[src/rtl/rr_mux.sv]
// N-channel valid/ready mux into a single-entry output register, fixed-select or round-robin.
// One cycle in to out; inputs see ready only while the output slot is empty or draining.
module rr_mux #(
  parameter  int WIDTH = 16,
  parameter  int N     = 4,
  localparam int SELW  = $clog2(N)
) (
  input  logic                 clk,
  input  logic                 rst_n,
  input  logic [N*WIDTH-1:0]   in_data,
  input  logic [N-1:0]         in_valid,
  output logic [N-1:0]         in_ready,
  input  logic                 mode,
  input  logic [SELW-1:0]      sel,
  output logic [WIDTH-1:0]     out_data,
  output logic                 out_valid,
  input  logic                 out_ready,
  output logic [SELW-1:0]      out_chan
);

  localparam logic [SELW-1:0] LAST = SELW'(N - 1);

  logic             load_en;
  logic             gnt_vld;
  logic [SELW-1:0]  gnt;
  logic [SELW-1:0]  cand;
  logic [SELW-1:0]  ptr;
  logic [WIDTH-1:0] sel_dat;

  assign load_en = !out_valid || out_ready;

  // Round-robin walks upward from the channel after the last winner; wraps at N-1.
  always_comb begin
    gnt_vld = 1'b0;
    gnt     = '0;
    cand    = ptr;
    if (mode) begin
      for (int k = 0; k < N; k++) begin
        cand = (cand == LAST) ? '0 : cand + 1'b1;
        if (!gnt_vld && in_valid[cand]) begin
          gnt_vld = 1'b1;
          gnt     = cand;
        end
      end
    end else begin
      for (int i = 0; i < N; i++) begin
        if (sel == SELW'(i) && in_valid[i]) begin
          gnt_vld = 1'b1;
          gnt     = SELW'(i);
        end
      end
    end
  end

  always_comb begin
    sel_dat = '0;
    for (int i = 0; i < N; i++) begin
      if (gnt == SELW'(i)) sel_dat = in_data[i*WIDTH +: WIDTH];
    end
  end

  always_comb begin
    in_ready = '0;
    if (rst_n && load_en && gnt_vld) in_ready[gnt] = 1'b1;
  end

  always_ff @(posedge clk or negedge rst_n) begin
    if (!rst_n) begin
      out_valid <= 1'b0;
      out_data  <= '0;
      out_chan  <= '0;
      ptr       <= LAST;
    end else if (load_en) begin
      out_valid <= gnt_vld;
      if (gnt_vld) begin
        out_data <= sel_dat;
        out_chan <= gnt;
        ptr      <= gnt;
      end
    end
  end

endmodule

[config.mk]
export PLATFORM = sky130hd
export DESIGN_NAME = rr_mux
export DESIGN_NICKNAME = d
export VERILOG_FILES = /design/src/rtl/rr_mux.sv
export SDC_FILE = /design/constraint.sdc
export NUM_CORES = 1
export LEC_CHECK = 0
export ABC_AREA = 1
export CORE_UTILIZATION = 36
export DETAILED_ROUTE_END_ITERATION = 16
export HOLD_SLACK_MARGIN = 0.15
export PLACE_DENSITY = 0.77
export RECOVER_POWER = 50
export SETUP_SLACK_MARGIN = 0.1
export SLEW_MARGIN = 20
export SYNTH_ARGS = -nofsm -noshare
export SYNTH_HDL_FRONTEND = slang
export SYNTH_SLANG_ARGS = --single-unit
[constraint.sdc]
create_clock -name clk -period 2.4 [get_ports clk]
set_input_delay 0.36 -clock clk [delete_from_list [all_inputs] [get_ports clk]]
set_output_delay 0.36 -clock clk [all_outputs]
set_load 0.005 [all_outputs]
# Yosys cells after proc, flatten, opt, wreduce, memory -nomap -nowiden
# Index checks and enable logic that the tools add are counted.
dict set report totals {
  reg_bits 21
  input_bits 74
  out_inout_bits 23
  elab_cells 81
}
dict set report classes {
  add_sub_neg 4
  n_lt_le_gt_ge 6
  eq_ne 10
  mux 39
  reduce_logical 18
}
# op n
set op_table {}
lappend op_table {{two-way mux 16 bit} 4}
lappend op_table {{two-way mux 2 bit} 11}
lappend op_table {{two-way mux 1 bit} 18}
lappend op_table {{equality test 2 bit (second input constant)} 8}
lappend op_table {{less-than comparator 2 x 3 -> 1 bit (second input constant)} 5}
lappend op_table {{logical AND 1 bit} 10}
lappend op_table {{adder 2 x 1 -> 2 bit (second input constant)} 4}
lappend op_table {{binary-select mux 1 bit (select 2 bit)} 4}
lappend op_table {{equality test 2 x 1 -> 1 bit (second input constant)} 2}
lappend op_table {{zero test 1 bit} 4}
lappend op_table {{zero test 2 bit} 2}
lappend op_table {{two-way mux 4 bit} 1}
lappend op_table {{demux 1 bit (select 2 bit)} 1}
lappend op_table {{greater-or-equal comparator 2 x 1 -> 1 bit (second input constant)} 1}
lappend op_table {{AND reduction 2 bit} 1}
lappend op_table {{logical OR 1 bit} 1}

# Logic depth before layout (Yosys ltp)
dict set report depth {
  word_depth 23
  mapped_depth 18
  mapped_depth_nobuf 17
}

# Worst setup path after synthesis
# OpenSTA, ideal clock, no wires.
dict set report synth_timing {
  path_type {reg2out}
  startpoint {reg ptr[0]}
  endpoint {out in_ready[0]}
  arrival_ps 2140
  required_time_ps 2040
  slack_ps -100
  stages_incl_launch_ff 15
  n_path_buf 2
  cell_sequence {dfstp_2 -> ha_1 -> inv_2 -> nand2_1 -> nand2_2 -> nand2_2 -> nand2_4 -> nor2_1 -> nor2_2 -> nand2_2 -> nand3_4 -> nand2_4 -> buf_12 -> buf_6 -> nor3_1}
}
dict set report synth_between {
  elab_chain_len 23
  elab_cells_between_ends 46
  cone_classes {add/sub (4); order compare (2); eq/ne (4); mux (28); reduce/logical (8)}
}
# element line_no
set synth_rtl {}
lappend synth_rtl {{from (decl)} 27} ;# logic [SELW-1:0] ptr;
lappend synth_rtl {{from (signal assigned)} 78} ;# ptr <= gnt;
lappend synth_rtl {{adder 2 x 1 -> 2 bit or equality test 2 bit (tied branches)} 39} ;# cand = (cand == LAST) ? '0 : cand + 1'b1;
lappend synth_rtl {{two-way mux 2 bit (*)} 39}
lappend synth_rtl {{parallel branches: the longest is 20 deep, another holds less-than comparator 2 x 3 -> 1 bit} n/a}
lappend synth_rtl {{two-way mux 4 bit (*)} 64} ;# if (rst_n && load_en && gnt_vld) in_ready[gnt] = 1'b1;
lappend synth_rtl {{to (decl)} 12} ;# output logic [N-1:0] in_ready,
# Mark *: on every way between the ends. The select of a mux whose other input is x is not followed.

# Worst setup path in the final report
dict set report layout_timing {
  startpoint {reg ptr[0]}
  endpoint {out in_ready[2]}
}
# Same word-level chain as after synthesis.

==> reports/qor.csv <==
metric,value,unit
Worst IR Drop VDD,0.00101,V
Final period util,1.10,
syn nets,354,
CP max FO,6,
DR DRC count,0,
post-synthesis cell count,279,
min cycle time layout,2.65,ns
Die W,73.7,microns
initial antenna violation count,0,
Clk network pwr share,0.054,
Worst Tran Pin Value,1.15,ns
Synth Register Bits,21,
"most used cell, CP",nand2_4,
Nets,482,
First DRT Iteration DRCs,148,
cell-internal power,0.00231,W
Achievable Freq,0.378,GHz
Starting Density,0.382,
Net Sw Frac,0.475,
post-synth cell types,30,
Port Buf Inserts,96,
slowest CP cell,dfstp_2,
critical path class,reg -> out,
total power,0.00440,W
Placer Congestion,0.789,
CTS tree,yes,
Synth Flop Type,dfrtp_1,
status,"finished, violations left",
Rel. slew slack,0.234,
CP Data Arrival Time,2.29,ns
I/O Pins,97,
Clock Latency Late Sink,0.26,ns
post-synth top area share,0.257,
CTS Buffer Depth,2,
setup violators final,20,
register share of total power,0.145,
"Hold Vio Cnt, Final",0,
critical path cell sequence,ha_4 -> inv_6 -> nand2_4 -> nand3_2 -> nand2_4 -> a21oi_2 -> nand2_1 -> nand3_4 -> nand2_8 -> buf_8 -> nor3_4 -> buf_2,
drt first pass iters,4,
Max Cap Viol,0,
WL/cell,15.2,microns
die height,73.7,microns
Die Area,0.00544,sq mm
total wire length,7180,microns
Post-synth EDFFs,0,
worst hold slack,0.487,ns
Syn Std Cell Area,0.00185,sq mm
startpoint types,flip-flop,
Worst-path clk slew,0.08,ns
final setup skew,0.000629,ns
worst hold-check path type,reg -> reg,
Power Density,1280,mW/mm^2
RSZ-0062 raised after global routing,yes,
ANT nets after route,0,
Via Count,2385,
vias in the first global route,2177,
Critical Path End Type,output pin,
CTS buffer count,3,
sw power,0.00209,W
CTS H-Tree Depth,1,
Yosys warning total,0,
GRT overflow,0,
fin. max-slew vios,0,
register area share after synthesis,0.285,
largest net degree at the start of global routing,29,
diode count,0,
final worst slack,-0.246,ns
Leak,1.60,nW
TritonCTS Sinks,21,
Area contributors post-synth,"dfrtp_1, nand2_1, nand3_1, nand3_2, nand4_1",
RR Startpoint,ptr[0],
failing checks,setup timing,
"Area growth, synth to finish",85.6,%
layout cells sized above 1,0.298,
Syn Area/Cell,6.64,sq um
"area leader, netlist",dfrtp_1,
worst reg2reg path depth,17,
Total Routing Usage GR,0.254,
post-DP HPWL,4730,microns
most frequent cell after synthesis,nand2_1,
Critical Path Source,ptr[0],
Hold Crit Start,out_data[1],
hold depth,2,
via-per-instance ratio,5.04,
worst stage delay on the critical path,0.59,ns
first-pass GRT wire length,10300,microns
# rows,25,
FILL cells,357,
CP required,2.04,ns
Core Footprint,0.00485,sq mm
top post-synthesis cells by count,"nand2_1, nand3_1, nor2_1",
clk root buf,clkbuf_8,
combinational share of power,0.801,
Async SR Flop Fraction,1.00,
[stage by stage]
stage                      util  setup WS [ns]  instances  instance area, sq um  setup TNS (ns)
after floorplan               -         0.0743        279                  1910               0
after global placement    0.620         -0.416        450                  3010           -5.84
after detailed placement  0.620         -0.474        450                  3010           -6.99
after CTS                 0.689         -0.219        471                  3340           -1.01
after global routing      0.709         -0.335        473                  3440           -4.68
final                     0.709         -0.246        473                  3440           -2.23
[power groups by stage]
stage | Clock, W | Sequential (W) | Combinational, W
floorplan | 0 | 0.000648 | 0.00175
global placement | 0 | 0.000625 | 0.00255
detailed placement | 0 | 0.000632 | 0.00261
CTS | 0.000234 | 0.000628 | 0.00319
global route | 0.000257 | 0.000655 | 0.00375
finish | 0.000238 | 0.000637 | 0.00353
[layout by cell type (no fill, tap or decap), types with 2 or more instances in the layout]
cell	instances
nand2_4	6
buf_16	2
or2_2	8
clkdlybuf4s50_1	91
clkbuf_8	3
nand3_2	20
o21ai_0	2
clkbuf_1	2
buf_4	23
nor2_4	4
nor2_1	17
nand3_1	30
nand4_1	16
nand2_1	79
dfstp_2	2
dfrtp_1	19
buf_6	9
nor2_2	6
nor3_4	2
buf_12	4
inv_2	3
inv_1	21
nor3_1	4
nand2_2	15
buf_2	3
o21ai_1	2
[worst paths after layout]
kind,endpoint,slack [ns]
worst min-delay path,out_data[1],0.49
worst max-delay path,in_ready[2],-0.25
worst max register to register,out_data[5],-0.15
max in group asynchronous,out_data[15],0.79
worst min register to register,out_data[1],0.49
min in group asynchronous,out_data[13],0.93
[flip-flops by register name, summed over array words and instances (netlist names)]
name       flops
ptr            2
out_valid      1
out_chan       2
out_data      16
[final cells by class]
class | instances | area (sq um) | area share
clock buffer | 4 | 45.0 | 0.0131
inverter | 25 | 98.8 | 0.0287
multi-input combinational | 220 | 1320 | 0.382
sequential | 21 | 528 | 0.154
tap | 67 | 83.8 | 0.0244
timing repair buffer | 136 | 1370 | 0.398
[cells by family (layout without fill, tap and decap cells)]
kind of cell,Yosys count,after routing,synth area share
and+or+nand+nor,211,211,0.569
buffers and inverters,38,165,0.107
DFF,21,21,0.285
AOI/OAI and AO/OA,8,8,0.0324
adders and majority gates,1,1,0.00675
[worst max-delay path: cells and delay by family, from the launching register on]
family | cells | cell delay, ns
AND/OR/NAND/NOR | 7 | 0.69
flip-flops | 1 | 0.59
buffers and inverters | 3 | 0.35
adder cells (fa/ha/maj) | 1 | 0.25
AO/OA/AOI/OAI | 1 | 0.13
[routing by layer]
metal | vias to the layer above | share of wire | track usage | wire length, microns
met5 | - | 0 | 0 | 0
met1 | 1121 | 0.39 | 0.317 | 2820
met2 | 87 | 0.53 | 0.439 | 3820
met3 | 16 | 0.048 | 0.0219 | 345
met4 | 0 | 0.026 | 0.122 | 187
li1 | 1161 | - | - | -
[repair_timing]
item	in CTS	in global routing
hold buffers	0	0
resized for setup	46	26
setup buffers	15	2
cloned	2	0
pin swaps	15	15
endpoints found under the setup margin	22	24
Power figures use the tool's default switching activity.
